## config.mk

```make
export PLATFORM = sky130hd
export DESIGN_NAME = rf_write_scheduler
export DESIGN_NICKNAME = d
export VERILOG_FILES = /design/src/rtl/rf_write_scheduler.sv
export SDC_FILE = /design/constraint.sdc
export NUM_CORES = 1
export LEC_CHECK = 0
export CELL_PAD_IN_SITES_DETAIL_PLACEMENT = 0
export CELL_PAD_IN_SITES_GLOBAL_PLACEMENT = 2
export CORE_MARGIN = 4
export CORE_UTILIZATION = 30
export CTS_CLUSTER_SIZE = 40
export DETAILED_ROUTE_END_ITERATION = 10
export PLACE_DENSITY = 0.76
export SETUP_SLACK_MARGIN = 0.1
export SLEW_MARGIN = 10
export SYNTH_ARGS = -nofsm -noshare
export SYNTH_HDL_FRONTEND = slang
export SYNTH_SLANG_ARGS = --single-unit
```

## constraint.sdc

```tcl
create_clock -name clk -period 1.8 [get_ports clk]
set_input_delay 0.18 -clock clk [delete_from_list [all_inputs] [get_ports clk]]
set_output_delay 0.18 -clock clk [all_outputs]
set_load 0.05 [all_outputs]
```

## src/rtl/rf_write_scheduler.sv

```systemverilog
// Single-write-port arbiter for the core register file (writeback > R0 init > load return)
// with a pending-load scoreboard that produces the decode stall.
module rf_write_scheduler #(
  parameter int DATA_W     = 8,
  parameter int PTR_W      = 4,
  parameter int REG_COUNT  = 16,
  parameter int STARVE_MAX = 4
) (
  input  logic                 clk,
  input  logic                 reset_n,
  input  logic                 wb_valid,
  input  logic [PTR_W-1:0]     wb_dst,
  input  logic [DATA_W-1:0]    wb_data,
  input  logic                 init_valid,
  input  logic [DATA_W-1:0]    init_data,
  output logic                 init_ready,
  input  logic                 ld_issue,
  input  logic [PTR_W-1:0]     ld_issue_dst,
  input  logic                 ld_valid,
  input  logic [PTR_W-1:0]     ld_dst,
  input  logic [DATA_W-1:0]    ld_data,
  output logic                 ld_ready,
  input  logic [PTR_W-1:0]     D_src_0,
  input  logic [PTR_W-1:0]     D_src_1,
  input  logic [PTR_W-1:0]     D_src_2,
  input  logic [2:0]           D_src_used,
  input  logic [PTR_W-1:0]     D_dst,
  input  logic                 D_dst_used,
  output logic                 stall_D,
  output logic                 rf_we,
  output logic [PTR_W-1:0]     rf_dst,
  output logic [DATA_W-1:0]    rf_data,
  output logic [REG_COUNT-1:0] pending,
  output logic                 err_waw
);

  localparam int CNT_W = $clog2(STARVE_MAX + 1);
  localparam logic [CNT_W-1:0] STARVE_LIM = CNT_W'(STARVE_MAX);

  function automatic logic [CNT_W-1:0] sat_inc(input logic [CNT_W-1:0] v);
    return (v >= STARVE_LIM) ? STARVE_LIM : v + 1'b1;
  endfunction

  logic [PTR_W-1:0]  fifo_dst  [2];
  logic [DATA_W-1:0] fifo_data [2];
  logic              wr_ptr, rd_ptr;
  logic [1:0]        count;
  logic [CNT_W-1:0]  starve_cnt;
  logic              starve;
  logic              push, pop;
  logic              ld_src_p1;

  assign init_ready = !wb_valid;
  assign ld_ready   = (count != 2'd2);
  assign push       = ld_valid && ld_ready;
  assign pop        = !wb_valid && !init_valid && (count != 2'd0);
  assign starve     = (starve_cnt >= STARVE_LIM);

  // Stage p0 -> p1: arbitration winner registered onto the RF write port
  always_ff @(posedge clk or negedge reset_n) begin
    if (!reset_n) begin
      rf_we     <= 1'b0;
      rf_dst    <= '0;
      rf_data   <= '0;
      ld_src_p1 <= 1'b0;
    end else begin
      rf_we     <= wb_valid || init_valid || pop;
      ld_src_p1 <= 1'b0;
      if (wb_valid) begin
        rf_dst  <= wb_dst;
        rf_data <= wb_data;
      end else if (init_valid) begin
        rf_dst  <= '0;
        rf_data <= init_data;
      end else if (pop) begin
        rf_dst    <= fifo_dst[rd_ptr];
        rf_data   <= fifo_data[rd_ptr];
        ld_src_p1 <= 1'b1;
      end
    end
  end

  always_ff @(posedge clk) begin
    if (push) begin
      fifo_dst[wr_ptr]  <= ld_dst;
      fifo_data[wr_ptr] <= ld_data;
    end
  end

  always_ff @(posedge clk or negedge reset_n) begin
    if (!reset_n) begin
      wr_ptr     <= 1'b0;
      rd_ptr     <= 1'b0;
      count      <= 2'd0;
      starve_cnt <= '0;
    end else begin
      if (push) wr_ptr <= !wr_ptr;
      if (pop)  rd_ptr <= !rd_ptr;
      count <= count + {1'b0, push} - {1'b0, pop};
      if (pop || count == 2'd0) starve_cnt <= '0;
      else                      starve_cnt <= sat_inc(starve_cnt);
    end
  end

  // Issue is applied after the load-commit clear so a same-edge set wins
  always_ff @(posedge clk or negedge reset_n) begin
    if (!reset_n) begin
      pending <= '0;
      err_waw <= 1'b0;
    end else begin
      logic [REG_COUNT-1:0] nxt;
      nxt = pending;
      if (rf_we && ld_src_p1) nxt[rf_dst] = 1'b0;
      if (ld_issue)           nxt[ld_issue_dst] = 1'b1;
      pending <= nxt;
      if (wb_valid && pending[wb_dst]) err_waw <= 1'b1;
    end
  end

  always_comb begin
    stall_D = starve;
    if (D_src_used[0] && (pending[D_src_0] || (ld_issue && ld_issue_dst == D_src_0))) stall_D = 1'b1;
    if (D_src_used[1] && (pending[D_src_1] || (ld_issue && ld_issue_dst == D_src_1))) stall_D = 1'b1;
    if (D_src_used[2] && (pending[D_src_2] || (ld_issue && ld_issue_dst == D_src_2))) stall_D = 1'b1;
    if (D_dst_used    && (pending[D_dst]   || (ld_issue && ld_issue_dst == D_dst)))   stall_D = 1'b1;
  end

endmodule

```

==> metrics, run 1 <==
Min Hold Slack=0.338 ns; Row Count=39; via count=3143; Final period util=1.29; total CTS buffers=9; Avg WL per Cell=18.3 um; metal3 WL=748 um; die width=116 um; fin worst setup slack=-0.523 ns; largest net degree at the start of global routing=25; CTS tree=built; gpl congestion=0.886; DIE AREA=13400 um^2; critical path arrival=2.14 ns; hold crit path type=input pin to asynchronous set/reset pin; FMAX=0.431 GHz; synthesized area per cell=11.3 um^2; DP Area=4990 um^2; IO buf count=94; Clock Path Buffers=2; Critical Path RT=1.62 ns; CP endpoint kind=output pin; net count after synthesis=374; Yosys cell types=46; CTS clock-pin slew for the worst setup and hold paths=0.06 ns; Tmin final=2.32 ns; EDFF count, synth=24; crit-path max FO=4; FF-to-FF path depth=5; Starting Density=0.306; CTS sink count=62; H-tree depth=3; sequential share of the synthesized area=0.479; Layout Nets=531; FILL cells=1090; Mapped Cells=308; vias per cell=5.13; RSZ-0062 raised after global routing=true; DR pass1 iterations=4; ANT cells=0; # Max-Cap Violations=0; share of cells above drive strength 1=0.334; initial antenna violation count=0; WS Path Type=flop to output pin; P per Cell Area=1420 nW/um^2; worst reg2reg setup slack=-0.07 ns; commonest non-fill, non-tap cell in the layout=buf_4; IO Count=95; synth warn=0; Post-Syn Area=3490 um^2; Worst VDD drop=0.00110 V; HPWL Detailed=8860 um; fin. max-slew vios=0; DR DRC count=0; Worst Setup Start Kind=flop; status=finished, violations left; vias in the first global route=3195; initial DRC count=147; failing checks=setup timing; routed length on met1=4660 um; Worst R2R End=err_waw; flops & latches, synth=62; GRT overflow=0; routed wire length=11200 um; met2 WL post-DR=5610 um; R2R Path Start=pending[5]; Primary FF master, synth=dfrtp_1; Post-DRT Antenna Nets=0; Area Overhead vs Synth=55.5%; DR top layer=met4; Clk Latency, worst-skew pair=0.32 ns; final hold vios=0; Core Footprint=11400 um^2; Tightest Pin Transition=0.535 ns; most frequent cells in the layout=buf_4 (82), clkdlybuf4s50_1 (59), o21ai_0 (43); Async S/R FF share, synth=0.613; final setup fails=2; LEAKAGE=2.22 nW; Multi-input gate area=1710 um^2; Storage cell area=1690 um^2; clk_skew=0.00834 ns; Root Buffer Master=clkbuf_16; Die Y=116 um; max_slew headroom=0.643; global-route wire length before repair=17100 um; post-route cell area=5430 um^2; global-route usage over all layers=0.169
## sequential cells by signal (all words and copies together), names as in the netlist, 2 cells and up
name and cells:
fifo_dst 8, count 2, starve_cnt 3, rf_data 8, pending 16, rf_dst 4, fifo_data 16
## synthesized netlist by cell type, drive strengths merged, types with 5 or more instances
cell	n	share of area
o21ai	45	0.064
dfrtp	38	0.27
edfxtp	24	0.21
mux2i	24	0.069
nand2	21	0.023
mux4	14	0.098
nor2	14	0.015
clkbuf	12	0.013
xnor2	10	0.025
xor2	10	0.025
a211oi	9	0.019
a21oi	8	0.011
buf	8	0.013
inv	7	0.0075
nand3	7	0.010
nand2b	5	0.0090
## power breakdown
part,internal (mW),leakage [nW],switching [mW],total (mW)
clock,1.07,0.142,0.629,1.70
combinational,1.73,1.44,1.96,3.69
sequential,1.92,0.635,0.414,2.34
## critical path, stage by stage, from the launching register on
cell and delay [ns]:
dfrtp_2 0.45, buf_12 0.15, mux4_2 0.44, mux2i_1 0.17, nor3b_1 0.07, a211oi_1 0.19
nand4_1 0.16, buf_6 0.18
## area by class of cell
class                           count  share of cell area
Tap cell                          143              0.0329
Clock buffer                        9              0.0415
Clock inverter                      7              0.0134
Inverter                            7             0.00484
Timing Repair Buffer              166               0.281
Sequential cell                    62               0.312
Multi-Input combinational cell    219               0.315
## worst max path at each step
stage	from	slack [ns]	depth (start not counted)	endpoint
6_report	pending[2]	-0.52	7	stall_D
5_1_grt	pending[1]	-0.62	6	stall_D
4_1_cts	pending[2]	-0.60	6	stall_D
3_5_place_dp	D_dst[2]	-0.61	7	stall_D
3_3_place_gp	D_dst[2]	-0.60	7	stall_D
2_1_floorplan	pending[7]	-0.32	5	stall_D
## stage by stage
step                      setup slack, ns  power, mW  utilization  TNS [ns]  instances
final                              -0.523       7.73        0.476    -0.590        613
after global routing               -0.624       8.14        0.476    -0.720        613
after CTS                          -0.603       7.60        0.466    -0.662        608
after detailed placement           -0.609       5.85        0.437     -1.01        588
after global placement             -0.602       5.82        0.437     -1.01        588
after floorplan                    -0.317       4.23            -    -0.317        308
## metal layers
metal	global-route usage	vias up
li1	-	1489
met1	0.213	1519
met2	0.294	117
met3	0.0277	18
met4	0.0596	0
met5	0	-
## logic make-up after synthesis
family	after synthesis	share of synthesized area
xor gates and xnor gates	20	0.0502
AOI/OAI and AO/OA	80	0.139
muxes	41	0.176
adders and majority gates	4	0.0143
DFF	62	0.479
buffers and inverters	27	0.0337
and+or+nand+nor	74	0.107
## repair_timing
| action | 4_1_cts | 5_1_grt |
|---|---|---|
| resized for setup | 9 | 24 |
| hold buffers | 1 | 0 |
| hold endpoints to repair | 18 | 0 |
| pin swaps | 2 | 8 |
| buffers inserted | 4 | 6 |
| endpoints found under the setup margin | 6 | 10 |
Power figures use the tool's default switching activity.
==> run 2, diff against run 1 <==
--- a/config.mk
+++ b/config.mk
@@ -7,7 +7,7 @@
 export LEC_CHECK = 0
 export CELL_PAD_IN_SITES_DETAIL_PLACEMENT = 0
 export CELL_PAD_IN_SITES_GLOBAL_PLACEMENT = 2
-export CORE_MARGIN = 4
+export CORE_MARGIN = 1.5
 export CORE_UTILIZATION = 30
 export CTS_CLUSTER_SIZE = 40
 export DETAILED_ROUTE_END_ITERATION = 10
==> run 2 against run 1 <==
Net effect:
- the run still ends with setup timing left
- hold slack improved by 0.0034 ns
- combinational power fell by 5.7%
- clock skew hardly changed
- sequential power about the same
- clock-buffer cell count did not move
- critical path depth decreased by 1
- worst setup slack got worse by 0.0089 ns
- fmax fell by 0.38%
- first-iteration DRC count up 29%
- final area fell by 1.1%
- utilization fell by 0.31 points
- largest cell class unchanged
==> metrics, run 2 (same netlist as run 1, synthesis figures left out) <==
fin. max-slew vios=0; IO Count=95; final setup fails=2; P per Cell Area=1440 nW/um^2; Die Y=111 um; CTS sink count=62; Tightest Pin Transition=0.548 ns; CP Cell Sequence=mux4_2, mux2i_2, nor3b_2, nor4_2, nand4_1, buf_6; crit-path max FO=6; largest net degree at the start of global routing=25; Stages on worst setup path=6; Post-DRT Antenna Nets=0; Tmin final=2.33 ns; Avg WL per Cell=17.8 um; global-route usage over all layers=0.181; Clock Path Buffers=2; max_slew headroom=0.633; share of cells above drive strength 1=0.318; commonest non-fill, non-tap cell in the layout=buf_4; Storage cell area=1690 um^2; post-route cell area=5370 um^2; Starting Density=0.307; gpl congestion=0.921; LEAKAGE=2.16 nW; WS Path Type=flop to output pin; status=finished, violations left; critical path arrival=2.15 ns; HPWL Detailed=8530 um; die width=111 um; final hold vios=0; Core Footprint=11400 um^2; DR pass1 iterations=4; CTS clock-pin slew for the worst setup and hold paths=0.06 ns; RSZ-0062 raised after global routing=true; vias in the first global route=3219; critical path's slowest cell=mux4_2; Top Registers=fifo_data: 16 flops, pending: 16 flops; IO buf count=94; Multi-input gate area=1710 um^2; FMAX=0.429 GHz; most frequent cells in the layout=buf_4 (84), clkdlybuf4s50_1 (64), o21ai_0 (44); hold crit path type=input pin to asynchronous set/reset pin; failing checks=setup timing; CP max stage delay=0.48 ns; Root Buffer Master=clkbuf_16; GRT overflow=0; Final period util=1.30; clk_skew=0.00810 ns; pre-CTS setup slack=-0.619 ns; fin worst setup slack=-0.532 ns; DR DRC count=0; DP Area=4960 um^2; Row Count=39; global-route wire length before repair=17100 um; ANT cells=0; FILL cells=1065; Worst Setup Start Kind=flop; Layout Nets=526; via count=3073; # Max-Cap Violations=0; Clk Latency, worst-skew pair=0.33 ns; vias per cell=5.05; WP buf/inv=1; routed wire length=10800 um; CP endpoint kind=output pin; FF-to-FF path depth=5; Worst VDD drop=0.00115 V; total CTS buffers=9; H-tree depth=3; initial DRC count=190; CTS tree=built; Critical Path RT=1.62 ns; initial antenna violation count=0; DIE AREA=12300 um^2; CP delay by family, top=multiplexers; Area Overhead vs Synth=53.9%
## run 2: cell count changes in the layout (fill, tap and decap cells not counted), sizes merged
cell / delta
clkdlybuf4s50: +5
clkinv: -1
inv: +2
clkbuf: -1
clkinvlp: -2
bufinv: +1
dlymetal6s2s: -4
dlygate4sd2: -2
buf: -3
## run 2: worst paths after layout
kind	startpoint	endpoint	slack [ns]
max reg2reg	pending[2]	err_waw	-0.14
max in group asynchronous	reset_n	rf_data[6]	0.99
min in group clk	wb_data[0]	rf_data[0]	0.40
min reg2reg	err_waw	err_waw	0.46
max	pending[0]	stall_D	-0.53
min	reset_n	pending[14]	0.34
## run 2: where the power goes
part           switching, mW  internal (mW)  total, mW
registers              0.424           1.92       2.35
clock network          0.671           1.23       1.90
logic                   1.90           1.59       3.48
total                   2.99           4.74       7.73
## run 2: metrics by stage
stage               utilization  std cells  setup TNS, ns  power [mW]  hold WS, ns
floorplan                     -        308         -0.317        4.23       -0.116
global placement          0.436        586          -1.09        5.72        0.166
detailed placement        0.436        586          -1.08        5.76        0.169
CTS                       0.468        606         -0.726        7.74        0.356
global route              0.473        608         -0.846        8.11        0.381
finish                    0.473        608         -0.673        7.73        0.341
## run 2: cell type report
cell class	count	area share
flip-flops and latches	62	0.315
repair buffers	161	0.267
well taps	143	0.0333
multi-input cells	219	0.318
inverters	7	0.00489
clock buffers	9	0.0419
clock inverters	7	0.0193
## run 2: timing repair
action / CTS / global route
buffers inserted: 3 / 2
endpoints found under the setup margin: 3 / 7
pin swaps: 2 / 2
hold endpoints to repair: 18 / 0
hold buffers: 1 / 0
gates resized for setup: 4 / 10
## run 2: layer usage
metal / part of all wire / track usage / up-vias
met3: 0.055 / 0.0366 / 23
li1: - / - / 1475
met4: 0.026 / 0.0761 / 0
met5: 0 / 0 / -
met2: 0.49 / 0.304 / 104
met1: 0.43 / 0.226 / 1471
